`src/rtl/fifo_pkg.sv`:
```
// Shared types and helpers for the async FIFO controllers: Gray/binary conversion
// and pointer/counter width constants.
package fifo_pkg;

    localparam int OVF_CNT_W = 8;

    function automatic int ptr_w(input int addr_width);
        return addr_width + 1;
    endfunction

    // Width-generic: callers zero-extend into 32 bits and cast the result back down.
    function automatic logic [31:0] bin2gray(input logic [31:0] bin);
        return bin ^ (bin >> 1);
    endfunction

    function automatic logic [31:0] gray2bin(input logic [31:0] gray);
        logic [31:0] bin;
        bin[31] = gray[31];
        for (int i = 30; i >= 0; i--) begin
            bin[i] = bin[i + 1] ^ gray[i];
        end
        return bin;
    endfunction

endpackage

```
`src/rtl/fifo_gray2bin.sv`:
```
// Parametrised Gray-to-binary decoder; each binary bit is the XOR of all Gray bits
// at or above it. Shared by the write- and read-side controllers.
module fifo_gray2bin #(
    parameter int W = 4
) (
    input  logic [W-1:0] gray_i,
    output logic [W-1:0] bin_o
);

    for (genvar i = 0; i < W; i++) begin : g_bit
        assign bin_o[i] = ^gray_i[W-1:i];
    end

endmodule

```
`src/rtl/fifo_wr_ctrl.sv`:
```
// Write-side controller of the async FIFO: binary address, registered Gray pointer,
// full/almost-full, fill level and sticky overflow. Macro FIFO_WR_OVF_CNT_EN adds W_OVF_CNT.
module fifo_wr_ctrl
    import fifo_pkg::*;
#(
    parameter  int ADDR_WIDTH = 3,
    localparam int PTR_W      = ptr_w(ADDR_WIDTH)
) (
    input  logic                 W_CLK,
    input  logic                 W_RST,
    input  logic                 W_INC,
    input  logic [PTR_W-1:0]     R_PTR_SYNC,
    input  logic [PTR_W-1:0]     W_AFULL_THR,
    input  logic                 W_OVF_CLR,
    output logic [PTR_W-1:0]     W_ADDR,
    output logic [PTR_W-1:0]     W_PTR,
    output logic                 W_FULL,
    output logic                 W_AFULL,
    output logic [PTR_W-1:0]     W_LEVEL,
    output logic                 W_OVF
`ifdef FIFO_WR_OVF_CNT_EN
    ,
    output logic [OVF_CNT_W-1:0] W_OVF_CNT
`endif
);

    logic [PTR_W-1:0] w_addr_q, w_addr_d;
    logic [PTR_W-1:0] w_ptr_q, w_ptr_d;
    logic             w_ovf_q, w_ovf_d;
    logic [PTR_W-1:0] r_bin_s;
    logic             full_s;
    logic             wr_acc_s;
    logic             wr_drop_s;

    fifo_gray2bin #(.W(PTR_W)) u_rptr_dec (
        .gray_i (R_PTR_SYNC),
        .bin_o  (r_bin_s)
    );

    // Full when the write pointer is exactly one lap ahead of the read pointer.
    assign full_s    = (w_ptr_q[PTR_W-1:PTR_W-2] == ~R_PTR_SYNC[PTR_W-1:PTR_W-2]) &&
                       (w_ptr_q[PTR_W-3:0] == R_PTR_SYNC[PTR_W-3:0]);
    assign wr_acc_s  = W_INC & ~full_s;
    assign wr_drop_s = W_INC & full_s;

    // Next-state: pointer advance and sticky overflow (set beats clear).
    always_comb begin
        w_addr_d = w_addr_q;
        w_ovf_d  = w_ovf_q;
        if (wr_acc_s) begin
            w_addr_d = w_addr_q + {{(PTR_W-1){1'b0}}, 1'b1};
        end else begin
            w_addr_d = w_addr_q;
        end
        if (wr_drop_s) begin
            w_ovf_d = 1'b1;
        end else if (W_OVF_CLR) begin
            w_ovf_d = 1'b0;
        end else begin
            w_ovf_d = w_ovf_q;
        end
        w_ptr_d = PTR_W'(bin2gray(32'(w_addr_d)));
    end

    // State registers; Gray pointer is registered so the synchroniser never sees comb glitches.
    always_ff @(posedge W_CLK or posedge W_RST) begin
        if (W_RST) begin
            w_addr_q <= {PTR_W{1'b0}};
            w_ptr_q  <= {PTR_W{1'b0}};
            w_ovf_q  <= 1'b0;
        end else begin
            w_addr_q <= w_addr_d;
            w_ptr_q  <= w_ptr_d;
            w_ovf_q  <= w_ovf_d;
        end
    end

`ifdef FIFO_WR_OVF_CNT_EN
    logic [OVF_CNT_W-1:0] ovf_cnt_q, ovf_cnt_d, ovf_base_s;

    // Dropped-write counter: clear then increment, so a concurrent drop leaves 1.
    always_comb begin
        if (W_OVF_CLR) begin
            ovf_base_s = {OVF_CNT_W{1'b0}};
        end else begin
            ovf_base_s = ovf_cnt_q;
        end
        if (wr_drop_s && (ovf_base_s != {OVF_CNT_W{1'b1}})) begin
            ovf_cnt_d = ovf_base_s + {{(OVF_CNT_W-1){1'b0}}, 1'b1};
        end else begin
            ovf_cnt_d = ovf_base_s;
        end
    end

    // Counter register.
    always_ff @(posedge W_CLK or posedge W_RST) begin
        if (W_RST) begin
            ovf_cnt_q <= {OVF_CNT_W{1'b0}};
        end else begin
            ovf_cnt_q <= ovf_cnt_d;
        end
    end

    assign W_OVF_CNT = ovf_cnt_q;
`endif

    assign W_ADDR  = w_addr_q;
    assign W_PTR   = w_ptr_q;
    assign W_FULL  = full_s;
    assign W_LEVEL = w_addr_q - r_bin_s;
    assign W_AFULL = (W_LEVEL >= W_AFULL_THR);
    assign W_OVF   = w_ovf_q;

endmodule
```
`config.mk`:
```
export PLATFORM = sky130hd
export DESIGN_NAME = fifo_wr_ctrl
export DESIGN_NICKNAME = d
export VERILOG_FILES = /design/src/rtl/fifo_pkg.sv /design/src/rtl/fifo_gray2bin.sv /design/src/rtl/fifo_wr_ctrl.sv
export SDC_FILE = /design/constraint.sdc
export NUM_CORES = 1
export LEC_CHECK = 0
export CAP_MARGIN = 20
export CORE_MARGIN = 2
export CORE_UTILIZATION = 40
export CTS_BUF_LIST = sky130_fd_sc_hd__clkbuf_8
export CTS_CLUSTER_SIZE = 30
export DETAILED_ROUTE_END_ITERATION = 16
export DONT_BUFFER_PORTS = 1
export SLEW_MARGIN = 30
export SYNTH_ARGS = -nofsm -noshare
export SYNTH_HDL_FRONTEND = slang
export SYNTH_SLANG_ARGS = --single-unit
export TNS_END_PERCENT = 50
```
`constraint.sdc`:
```
create_clock -name W_CLK -period 5.9 [get_ports W_CLK]
set_input_delay 1.18 -clock W_CLK [delete_from_list [all_inputs] [get_ports W_CLK]]
set_output_delay 1.18 -clock W_CLK [all_outputs]
set_load 0.02 [all_outputs]
```
==> results of run 1 <==
logic make-up (layout without fill, tap and decap cells):
| logic type | Yosys count | in the layout | synth area share |
|---|---|---|---|
| compound gates | 11 | 11 | 0.142 |
| xor+xnor | 15 | 15 | 0.197 |
| fa+ha+maj | 9 | 9 | 0.170 |
| buf+inv | 16 | 18 | 0.0904 |
| flops | 8 | 8 | 0.284 |
| mux | 3 | 3 | 0.0426 |
| simple gates | 10 | 10 | 0.0745 |
worst max-delay path by stage:
stage               endpoint  slack [ns]
finish               W_AFULL        1.08
floorplan            W_AFULL        1.25
global placement     W_AFULL        1.09
CTS                  W_AFULL        1.04
global route         W_AFULL        0.91
detailed placement   W_AFULL        1.04
cell type report:
class                   instances  area share
multi-input cells              48       0.581
flip-flops and latches          8       0.263
inverters                      15      0.0740
clock buffers                   3      0.0543
well taps                      17      0.0280
state kept, by name (all words and copies together) (netlist names):
register  count
W_PTR         3
W_ADDR        4
W_OVF         1
report_power, final:
part | switching, mW | internal (mW) | total [mW]
sequential | 0.0780 | 0.0830 | 0.161
clock | 0.0203 | 0.0441 | 0.0644
combinational | 0.187 | 0.123 | 0.310
routing by layer:
metal  up-vias  GRT usage
met5         -          0
met4         0      0.109
met3         5     0.0397
met2        18      0.203
met1       224      0.168
li1        243          -
per-stage QoR:
stage / power (mW) / setup slack [ns] / hold WS (ns) / std cells / util
3_5_place_dp: 0.475 / 1.04 / 0.634 / 88 / 0.426
5_1_grt: 0.583 / 0.915 / 0.659 / 91 / 0.450
2_1_floorplan: 0.429 / 1.25 / 0.616 / 72 / -
6_report: 0.536 / 1.08 / 0.641 / 91 / 0.450
3_3_place_gp: 0.466 / 1.09 / 0.633 / 88 / 0.426
4_1_cts: 0.543 / 1.04 / 0.641 / 91 / 0.450
worst min-delay path, stage by stage, from the launching register on:
cell and delay, ns:
dfrtp_1 0.45, inv_1 0.08, o22ai_1 0.07
cells in the mapped netlist, drive strengths merged, types with 2 or more instances:
cell / number / area share
a211o: 2 / 0.025
a21o: 4 / 0.043
dfrtp: 8 / 0.28
ha: 8 / 0.14
inv: 15 / 0.080
mux2i: 3 / 0.043
nand2: 4 / 0.021
nand4: 3 / 0.027
xnor2: 10 / 0.12
xor2: 5 / 0.073
placed cells by master (no fill, tap or decap):
master,netlist,final
or3_2,1,1
fa_1,1,1
xor2_2,1,1
xor2_1,4,4
nand2b_1,1,1
dfrtp_1,8,8
xnor2_1,10,10
a21o_1,4,4
a41oi_4,1,1
inv_1,15,15
a21oi_1,1,1
ha_1,8,8
o22ai_1,1,1
a211o_1,2,2
nand3_1,1,1
o21ai_0,1,1
nand4_1,3,3
nand2_1,4,4
o311ai_0,1,1
clkbuf_8,0,3
mux2i_1,3,3
==> flow_results.xml, run 1 <==
<?xml version="1.0" encoding="UTF-8"?>
<metrics>
  <group name="setup_path">
    <metric name="critical-path-top-cell-by-count" unit="">xnor2_1</metric>
    <metric name="worst_path_dominant_cell_family" unit="">XOR/XNOR gates</metric>
    <metric name="crit_arrival" unit="ns">3.64</metric>
    <metric name="crit_fanout" unit="">3</metric>
    <metric name="worst-r2r-setup-slack" unit="ns">4.05</metric>
    <metric name="worstSetupPathDepth" unit="">9</metric>
    <metric name="critical_path_cell_list" unit="">xnor2_1 -&gt; xor2_1 -&gt; xnor2_1 -&gt; ha_1 -&gt; fa_1 -&gt; xnor2_1 -&gt; ha_1 -&gt; a21o_1 -&gt; a21o_1</metric>
    <metric name="critical_path_required" unit="ns">4.72</metric>
    <metric name="reg2reg_depth" unit="">5</metric>
    <metric name="rr_startpoint" unit="">W_ADDR[3]</metric>
    <metric name="critical_path.slowest_cell" unit="">xnor2_1</metric>
    <metric name="cp-start-kind" unit="">input pin</metric>
    <metric name="timing.critical_path.slowest_cell_delay" unit="ns">0.48</metric>
    <metric name="r2r_endpoint" unit="">W_PTR[2]</metric>
    <metric name="worst_setup_path_startpoint" unit="">R_PTR_SYNC[3]</metric>
    <metric name="critical_path_buf_inv_count" unit="">0</metric>
    <metric name="critPathKind" unit="">input pin to output port</metric>
    <metric name="setup.worst_path.end_class" unit="">output port</metric>
  </group>
  <group name="clock_tree">
    <metric name="maximum_clock_insertion_buffer_count" unit="">2</metric>
    <metric name="clock_sink_count" unit="">8</metric>
    <metric name="insertion_delay" unit="ns">0.23</metric>
    <metric name="tritoncts_clock_tree" unit="">built</metric>
    <metric name="cts_max_level" unit="">1</metric>
    <metric name="root_buffer" unit="">clkbuf_8</metric>
    <metric name="ctsHoldBuffers" unit="">0</metric>
    <metric name="clk_pin_slew_worst_paths" unit="ns">0.04</metric>
    <metric name="cts-resized-gates" unit="">0</metric>
    <metric name="post_cts.repair.setup_buffers" unit="">0</metric>
    <metric name="cts_buffers" unit="">3</metric>
  </group>
  <group name="drt">
    <metric name="postRouteWirelength" unit="µm">1260</metric>
    <metric name="detail_route.wl_per_cell" unit="µm">13.8</metric>
    <metric name="drt-initial-drc-count" unit="">6</metric>
    <metric name="drt_pass1_iterations" unit="">4</metric>
    <metric name="vias_per_cell" unit="">5.38</metric>
    <metric name="maxUsedRoutingLayer" unit="">met4</metric>
    <metric name="total_via_count_after_detailed_routing" unit="">490</metric>
    <metric name="wire_length_on_met3" unit="µm">94</metric>
    <metric name="drc" unit="">0</metric>
    <metric name="met1_length" unit="µm">544</metric>
    <metric name="ant_nets" unit="">0</metric>
    <metric name="met2_wl" unit="µm">583</metric>
  </group>
  <group name="hold_path">
    <metric name="worstHoldStart" unit="">W_OVF</metric>
    <metric name="timing.hold.worst_path_depth" unit="">2</metric>
    <metric name="min-delay-path-class" unit="">flop to flop</metric>
    <metric name="destination_of_the_worst_hold_path" unit="">W_OVF</metric>
  </group>
  <group name="power">
    <metric name="cell_area_power_density" unit="nW/µm²">704</metric>
    <metric name="vdd.ir_drop.worst" unit="V">0.000332</metric>
    <metric name="leakage" unit="nW">0.382</metric>
  </group>
  <group name="placement">
    <metric name="place_area" unit="µm²">719</metric>
    <metric name="dpl.hpwl" unit="µm">1020</metric>
    <metric name="portBuffers" unit="">0</metric>
    <metric name="globalplace.congestion" unit="">0.727</metric>
  </group>
  <group name="floorplanning">
    <metric name="die_width" unit="µm">46</metric>
    <metric name="start_util" unit="">0.418</metric>
    <metric name="fp.dieArea" unit="µm²">2120</metric>
    <metric name="die_height" unit="µm">46</metric>
    <metric name="fp.coreArea" unit="µm²">1690</metric>
    <metric name="row_count" unit="">15</metric>
    <metric name="boundaryPins" unit="">27</metric>
  </group>
  <group name="synthesis">
    <metric name="main_flop_type_after_synthesis" unit="">dfrtp_1</metric>
    <metric name="synth-edff-count" unit="">0</metric>
    <metric name="post_synthesis_cell_area" unit="µm²">706</metric>
    <metric name="postSynthAreaPerCell" unit="µm²">9.80</metric>
    <metric name="asyncSetResetFlopFracSynth" unit="">1.00</metric>
    <metric name="synth_nets" unit="">93</metric>
    <metric name="yosysSeqAreaShare" unit="">0.284</metric>
    <metric name="yosys_warns" unit="">0</metric>
    <metric name="unique_cell_type_count_in_the_yosys_netlist" unit="">21</metric>
    <metric name="yosys_register_bits" unit="">8</metric>
    <metric name="synthCells" unit="">72</metric>
  </group>
  <group name="sta">
    <metric name="tns" unit="ns">0</metric>
    <metric name="worst_pin_slew" unit="ns">0.608</metric>
    <metric name="rsz0062_at_grt" unit="">no</metric>
    <metric name="slew_headroom" unit="">0.595</metric>
    <metric name="finalMaxSlewViolations" unit="">0</metric>
    <metric name="timing.fmax" unit="GHz">0.207</metric>
    <metric name="final_count_of_hold_timing_violations" unit="">0</metric>
    <metric name="period_share" unit="">0.818</metric>
    <metric name="finClkSkew" unit="ns">0.00165</metric>
    <metric name="time_the_final_worst_path_needs_with_i_o_delays_and_setup" unit="ns">4.82</metric>
    <metric name="final-setup-viol-count" unit="">0</metric>
  </group>
  <group name="outcome">
    <metric name="status" unit="">finished, final reports clean</metric>
  </group>
  <group name="global_route">
    <metric name="grt_max_degree" unit="">10</metric>
    <metric name="first_global_vias" unit="">466</metric>
    <metric name="grt_overflow_total" unit="">0</metric>
    <metric name="antenna_found_initial" unit="">0</metric>
    <metric name="track_usage" unit="">0.139</metric>
    <metric name="grt_pass1_wl" unit="µm">2000</metric>
  </group>
  <group name="cells_and_area">
    <metric name="layout-area-overhead-vs-synth" unit="%">7.80</metric>
    <metric name="multi_input_gate_area" unit="µm²">442</metric>
    <metric name="final_net_count" unit="">97</metric>
    <metric name="nFillCells" unit="">162</metric>
    <metric name="design_area" unit="µm²">761</metric>
    <metric name="num_antenna_cells" unit="">0</metric>
    <metric name="final-seq-area" unit="µm²">200</metric>
    <metric name="drive_above_1_share" unit="">0.0811</metric>
  </group>
  <group name="run">
    <metric name="max_cap_viol_count" unit="">0</metric>
  </group>
</metrics>
Note: power is estimated with default switching activity, not from simulation.
==> run 2, diff against run 1 <==
Clock period 5.9 ns to 4.7 ns, I/O delays scaled along.
==> run 2 against run 1 <==
  * Sequential power increased by 25%
  * Clock-buffer cell count stayed put
  * Sequential cell count unchanged
  * Worst hold slack got worse by 0.10 ns
  * Largest cell class unchanged
==> flow_results.xml, run 2 (synthesis results as in run 1) <==
<?xml version="1.0" encoding="UTF-8"?>
<metrics>
  <group name="sta">
    <metric name="worst_pin_slew" unit="ns">0.605</metric>
    <metric name="time_the_final_worst_path_needs_with_i_o_delays_and_setup" unit="ns">4.23</metric>
    <metric name="finClkSkew" unit="ns">0.00221</metric>
    <metric name="finalMaxSlewViolations" unit="">0</metric>
    <metric name="timing.fmax" unit="GHz">0.236</metric>
    <metric name="final-setup-viol-count" unit="">0</metric>
    <metric name="slew_headroom" unit="">0.597</metric>
    <metric name="period_share" unit="">0.901</metric>
    <metric name="tns" unit="ns">0</metric>
    <metric name="rsz0062_at_grt" unit="">no</metric>
    <metric name="final_count_of_hold_timing_violations" unit="">0</metric>
  </group>
  <group name="power">
    <metric name="share_comb_of_total_power" unit="">0.592</metric>
    <metric name="netSwitchingFraction" unit="">0.516</metric>
    <metric name="p_sw" unit="µW">360</metric>
    <metric name="pwr-share-clk" unit="">0.119</metric>
    <metric name="leakage" unit="nW">0.392</metric>
    <metric name="cellInternalPower" unit="µW">338</metric>
    <metric name="power.sequential.fraction" unit="">0.289</metric>
    <metric name="vdd.ir_drop.worst" unit="V">0.000428</metric>
    <metric name="cell_area_power_density" unit="nW/µm²">900</metric>
  </group>
  <group name="drt">
    <metric name="postRouteWirelength" unit="µm">1240</metric>
    <metric name="total_via_count_after_detailed_routing" unit="">504</metric>
    <metric name="drt_pass1_iterations" unit="">3</metric>
    <metric name="drc" unit="">0</metric>
    <metric name="ant_nets" unit="">0</metric>
    <metric name="drt-initial-drc-count" unit="">9</metric>
    <metric name="detail_route.wl_per_cell" unit="µm">13.4</metric>
    <metric name="vias_per_cell" unit="">5.42</metric>
  </group>
  <group name="run">
    <metric name="max_cap_viol_count" unit="">0</metric>
  </group>
  <group name="cells_and_area">
    <metric name="largest_register_ffs" unit="">4</metric>
    <metric name="leading_cell_types_in_the_layout_fill_and_taps_excluded" unit="">inv_1, xnor2_1, dfrtp_1, ha_1</metric>
    <metric name="final-seq-area" unit="µm²">200</metric>
    <metric name="num_antenna_cells" unit="">0</metric>
    <metric name="final_common_cell" unit="">inv_1</metric>
    <metric name="drive_above_1_share" unit="">0.105</metric>
    <metric name="multi_input_gate_area" unit="µm²">442</metric>
    <metric name="final_net_count" unit="">99</metric>
    <metric name="layout-area-overhead-vs-synth" unit="%">9.93</metric>
    <metric name="design_area" unit="µm²">776</metric>
    <metric name="nFillCells" unit="">172</metric>
  </group>
  <group name="global_route">
    <metric name="grt_max_degree" unit="">10</metric>
    <metric name="track_usage" unit="">0.139</metric>
    <metric name="grt_pass1_wl" unit="µm">2030</metric>
    <metric name="grt_overflow_total" unit="">0</metric>
    <metric name="first_global_vias" unit="">489</metric>
    <metric name="antenna_found_initial" unit="">0</metric>
  </group>
  <group name="setup_path">
    <metric name="cp-start-kind" unit="">input pin</metric>
    <metric name="setup.worst_path.end_class" unit="">output port</metric>
    <metric name="crit_arrival" unit="ns">3.29</metric>
    <metric name="critPathKind" unit="">input pin to output port</metric>
    <metric name="critical_path_required" unit="ns">3.76</metric>
    <metric name="crit_fanout" unit="">3</metric>
  </group>
  <group name="clock_tree">
    <metric name="cts_max_level" unit="">1</metric>
    <metric name="insertion_delay" unit="ns">0.23</metric>
    <metric name="root_buffer" unit="">clkbuf_8</metric>
    <metric name="post_cts.repair.setup_buffers" unit="">0</metric>
    <metric name="ctsHoldBuffers" unit="">0</metric>
    <metric name="clk_pin_slew_worst_paths" unit="ns">0.04</metric>
    <metric name="tritoncts_clock_tree" unit="">built</metric>
    <metric name="cts_buffers" unit="">3</metric>
    <metric name="cts-resized-gates" unit="">0</metric>
    <metric name="maximum_clock_insertion_buffer_count" unit="">2</metric>
    <metric name="clock_sink_count" unit="">8</metric>
  </group>
  <group name="outcome">
    <metric name="status" unit="">finished, final reports clean</metric>
  </group>
  <group name="floorplanning">
    <metric name="fp.dieArea" unit="µm²">2120</metric>
    <metric name="start_util" unit="">0.418</metric>
    <metric name="boundaryPins" unit="">27</metric>
    <metric name="fp.coreArea" unit="µm²">1690</metric>
    <metric name="die_height" unit="µm">46</metric>
    <metric name="die_width" unit="µm">46</metric>
    <metric name="row_count" unit="">15</metric>
  </group>
  <group name="placement">
    <metric name="dpl.hpwl" unit="µm">1020</metric>
    <metric name="portBuffers" unit="">0</metric>
    <metric name="place_area" unit="µm²">734</metric>
    <metric name="globalplace.congestion" unit="">0.699</metric>
  </group>
  <group name="hold_path">
    <metric name="min-delay-path-class" unit="">input pin to async pin</metric>
  </group>
</metrics>
-- run 2: changes by cell type in the layout (fill, tap and decap cells not counted), sizes merged --
cell | before | now
buf | 0 | 2
-- run 2: routing by layer --
metal	GRT usage	part of all wire	wire [µm]
met1	0.167	0.43	535
met2	0.203	0.47	582
met3	0.0357	0.076	94
met4	0.120	0.025	31
met5	0	0	0
-- run 2: layout make-up --
type	instances	share of cell area
Inverter	15	0.0726
Timing Repair Buffer	2	0.0194
Tap cell	17	0.0274
Sequential cell	8	0.258
Multi-Input combinational cell	48	0.569
Clock buffer	3	0.0532
-- run 2: final timing paths --
check | cells after the start | slack, ns | start | endpoint
max in group asynchronous | 1 | 3.93 | W_RST | W_OVF
min in group W_CLK | 2 | 0.65 | W_OVF | W_OVF
hold reg to reg | 2 | 0.65 | W_OVF | W_OVF
hold / removal | 1 | 0.54 | W_RST | W_ADDR[0]
setup reg to reg | 5 | 2.83 | W_ADDR[3] | W_PTR[2]
setup / recovery | 10 | 0.47 | R_PTR_SYNC[3] | W_AFULL
-- run 2: per-stage QoR --
| stage | cells | power [mW] | util | hold WS, ns | setup WS (ns) |
|---|---|---|---|---|---|
| 6_report | 93 | 0.698 | 0.459 | 0.540 | 0.466 |
| 5_1_grt | 93 | 0.762 | 0.459 | 0.579 | 0.291 |
| 4_1_cts | 93 | 0.708 | 0.459 | 0.558 | 0.427 |
| 3_5_place_dp | 90 | 0.620 | 0.435 | 0.637 | 0.437 |
| 3_3_place_gp | 90 | 0.612 | 0.435 | 0.633 | 0.506 |
| 2_1_floorplan | 72 | 0.539 | - | 0.616 | 0.530 |
-- run 2: power by group through the flow --
stage / clock (mW) / sequential, mW / combinational, mW
finish: 0.0832 / 0.202 / 0.413
global placement: 0 / 0.204 / 0.408
global route: 0.0877 / 0.212 / 0.462
floorplan: 0 / 0.186 / 0.353
detailed placement: 0 / 0.204 / 0.416
CTS: 0.0839 / 0.203 / 0.421
-- run 2: critical path, cell delays in order --
cell and delay (ns):
xnor2_1 0.24, xor2_1 0.31, xnor2_1 0.17, ha_1 0.20
fa_1 0.41, inv_1 0.18, ha_1 0.27, a21o_1 0.16
a21o_1 0.17, a21o_1 0.24
==> run 3, diff against run 2 <==
Settings changed: CELL_PAD_IN_SITES_DETAIL_PLACEMENT set to 2, CELL_PAD_IN_SITES_GLOBAL_PLACEMENT set to 2, CORE_UTILIZATION 40 to 37, PLACE_DENSITY_LB_ADDON set to 0.1.
==> run 3 against run 2 <==
  * Sequential share of layout area is 0.33 points lower
  * Combinational power rose by 2%
  * Cell area up 1.3%
  * Utilization fell by 1.4 points
  * First-iteration DRC count fell by 89%
  * Power grew 1.3%
  * Clock-buffer cell count unchanged
  * Critical path depth unchanged
  * Non-clock buffer count unchanged
  * Clock skew decreased by 0.0010 ns
  * Largest cell class unchanged
  * Die area grew 7.4%
==> flow_results.xml, run 3 (synthesis results as in run 1) <==
<?xml version="1.0" encoding="UTF-8"?>
<metrics>
  <group name="outcome">
    <metric name="status" unit="">finished, final reports clean</metric>
  </group>
  <group name="power">
    <metric name="leakage" unit="nW">0.392</metric>
    <metric name="vdd.ir_drop.worst" unit="V">0.000366</metric>
    <metric name="report.power.total" unit="µW">707</metric>
    <metric name="cell_area_power_density" unit="nW/µm²">900</metric>
  </group>
  <group name="clock_tree">
    <metric name="post_cts.repair.setup_buffers" unit="">0</metric>
    <metric name="clock_sink_count" unit="">8</metric>
    <metric name="insertion_delay" unit="ns">0.22</metric>
    <metric name="root_buffer" unit="">clkbuf_8</metric>
    <metric name="maximum_clock_insertion_buffer_count" unit="">2</metric>
    <metric name="cts-resized-gates" unit="">0</metric>
    <metric name="clk_pin_slew_worst_paths" unit="ns">0.04</metric>
    <metric name="tritoncts_clock_tree" unit="">built</metric>
    <metric name="cts_max_level" unit="">1</metric>
    <metric name="cts_buffers" unit="">3</metric>
    <metric name="ctsHoldBuffers" unit="">0</metric>
  </group>
  <group name="drt">
    <metric name="drt-initial-drc-count" unit="">1</metric>
    <metric name="postRouteWirelength" unit="µm">1480</metric>
    <metric name="drt_pass1_iterations" unit="">3</metric>
    <metric name="total_via_count_after_detailed_routing" unit="">513</metric>
    <metric name="vias_per_cell" unit="">5.08</metric>
    <metric name="detail_route.wl_per_cell" unit="µm">14.7</metric>
    <metric name="ant_nets" unit="">0</metric>
    <metric name="drc" unit="">0</metric>
  </group>
  <group name="setup_path">
    <metric name="critical_path_required" unit="ns">3.76</metric>
    <metric name="critical-path-top-cell-by-count" unit="">a21o_1</metric>
    <metric name="setup.worst_path.end_class" unit="">output port</metric>
    <metric name="critPathKind" unit="">input pin to output port</metric>
    <metric name="critical_path.slowest_cell" unit="">fa_1</metric>
    <metric name="critical_path_cell_list" unit="">xnor2_1 -&gt; xor2_1 -&gt; xnor2_1 -&gt; ha_1 -&gt; fa_1 -&gt; inv_1 -&gt; ha_1 -&gt; a21o_1 -&gt; a21o_1 -&gt; a21o_1</metric>
    <metric name="crit_fanout" unit="">3</metric>
    <metric name="cp-start-kind" unit="">input pin</metric>
    <metric name="timing.critical_path.slowest_cell_delay" unit="ns">0.41</metric>
    <metric name="crit_arrival" unit="ns">3.31</metric>
  </group>
  <group name="cells_and_area">
    <metric name="drive_above_1_share" unit="">0.105</metric>
    <metric name="leading_cell_types_in_the_layout_fill_and_taps_excluded" unit="">inv_1, xnor2_1, dfrtp_1, ha_1</metric>
    <metric name="final_common_cell" unit="">inv_1</metric>
    <metric name="final-seq-area" unit="µm²">200</metric>
    <metric name="nFillCells" unit="">206</metric>
    <metric name="final_net_count" unit="">99</metric>
    <metric name="layout-area-overhead-vs-synth" unit="%">11.3</metric>
    <metric name="num_antenna_cells" unit="">0</metric>
    <metric name="multi_input_gate_area" unit="µm²">442</metric>
    <metric name="largest_register_ffs" unit="">4</metric>
  </group>
  <group name="sta">
    <metric name="whs" unit="ns">0.554</metric>
    <metric name="finClkSkew" unit="ns">0.00118</metric>
    <metric name="timing.fmax" unit="GHz">0.235</metric>
    <metric name="finalMaxSlewViolations" unit="">0</metric>
    <metric name="worst_pin_slew" unit="ns">0.613</metric>
    <metric name="final_count_of_hold_timing_violations" unit="">0</metric>
    <metric name="tns" unit="ns">0</metric>
    <metric name="slew_headroom" unit="">0.592</metric>
    <metric name="rsz0062_at_grt" unit="">no</metric>
    <metric name="period_share" unit="">0.904</metric>
    <metric name="final-setup-viol-count" unit="">0</metric>
    <metric name="time_the_final_worst_path_needs_with_i_o_delays_and_setup" unit="ns">4.25</metric>
    <metric name="layout_setup_ws" unit="ns">0.452</metric>
  </group>
  <group name="floorplanning">
    <metric name="row_count" unit="">15</metric>
    <metric name="die_width" unit="µm">47.7</metric>
    <metric name="die_height" unit="µm">47.7</metric>
    <metric name="start_util" unit="">0.400</metric>
    <metric name="boundaryPins" unit="">27</metric>
    <metric name="fp.dieArea" unit="µm²">2270</metric>
    <metric name="fp.coreArea" unit="µm²">1760</metric>
  </group>
  <group name="global_route">
    <metric name="grt_overflow_total" unit="">0</metric>
    <metric name="track_usage" unit="">0.159</metric>
    <metric name="antenna_found_initial" unit="">0</metric>
    <metric name="grt_pass1_wl" unit="µm">2470</metric>
    <metric name="grt_max_degree" unit="">10</metric>
    <metric name="first_global_vias" unit="">551</metric>
  </group>
  <group name="placement">
    <metric name="post-place-ws" unit="ns">0.425</metric>
    <metric name="dpl.hpwl" unit="µm">1250</metric>
    <metric name="globalplace.congestion" unit="">0.702</metric>
    <metric name="portBuffers" unit="">0</metric>
  </group>
  <group name="run">
    <metric name="max_cap_viol_count" unit="">0</metric>
  </group>
  <group name="hold_path">
    <metric name="min-delay-path-class" unit="">input pin to async pin</metric>
  </group>
</metrics>
==> run 3: cell counts in the layout (fill, tap and decap cells not counted) <==
No cell type changed its count.
==> run 3: critical path, delay by kind of cell <==
| family | cells | cell delay (ns) |
|---|---|---|
| AOI/OAI and AO/OA | 3 | 0.57 |
| xor gates and xnor gates | 3 | 0.72 |
| adders and majority gates | 3 | 0.88 |
| buffers and inverters | 1 | 0.19 |
==> run 3: report_power, final <==
part           switching, mW  leakage [nW]  internal, mW  total, mW
Combinational          0.242         0.274         0.179      0.421
Clock                 0.0240        0.0216        0.0552     0.0792
Sequential             0.103        0.0965         0.104      0.207
Total                  0.369         0.392         0.338      0.707
==> run 3: layout make-up <==
class,count,share of cell area
inverters,15,0.0717
repair buffers,2,0.0191
clock buffers,3,0.0525
multi-input cells,48,0.562
flip-flops and latches,8,0.255
well taps,25,0.0398
==> run 3: worst paths after layout <==
kind | startpoint | end | slack, ns | cells after the start
setup / recovery | R_PTR_SYNC[3] | W_AFULL | 0.45 | 10
hold / removal | W_RST | W_OVF | 0.55 | 1
setup reg to reg | W_ADDR[3] | W_PTR[2] | 2.84 | 5
hold reg to reg | W_OVF | W_OVF | 0.67 | 2
max in group asynchronous | W_RST | W_ADDR[0] | 3.91 | 1
min in group W_CLK | W_OVF | W_OVF | 0.67 | 2
==> run 3: through the flow <==
step,instance area (µm²),cells,util
after floorplan,706,72,-
after CTS,786,101,0.445
after global routing,786,101,0.445
final,786,101,0.445
after global placement,744,98,0.422
after detailed placement,744,98,0.422
==> run 3: metal layers <==
metal / up-vias / wire (µm) / GRT usage / share of wire
met5: - / 0 / 0 / 0
met4: 0 / 19 / 0.0811 / 0.013
met3: 2 / 80 / 0.0264 / 0.054
met2: 17 / 745 / 0.281 / 0.50
met1: 248 / 638 / 0.185 / 0.43
li1: 246 / - / - / -
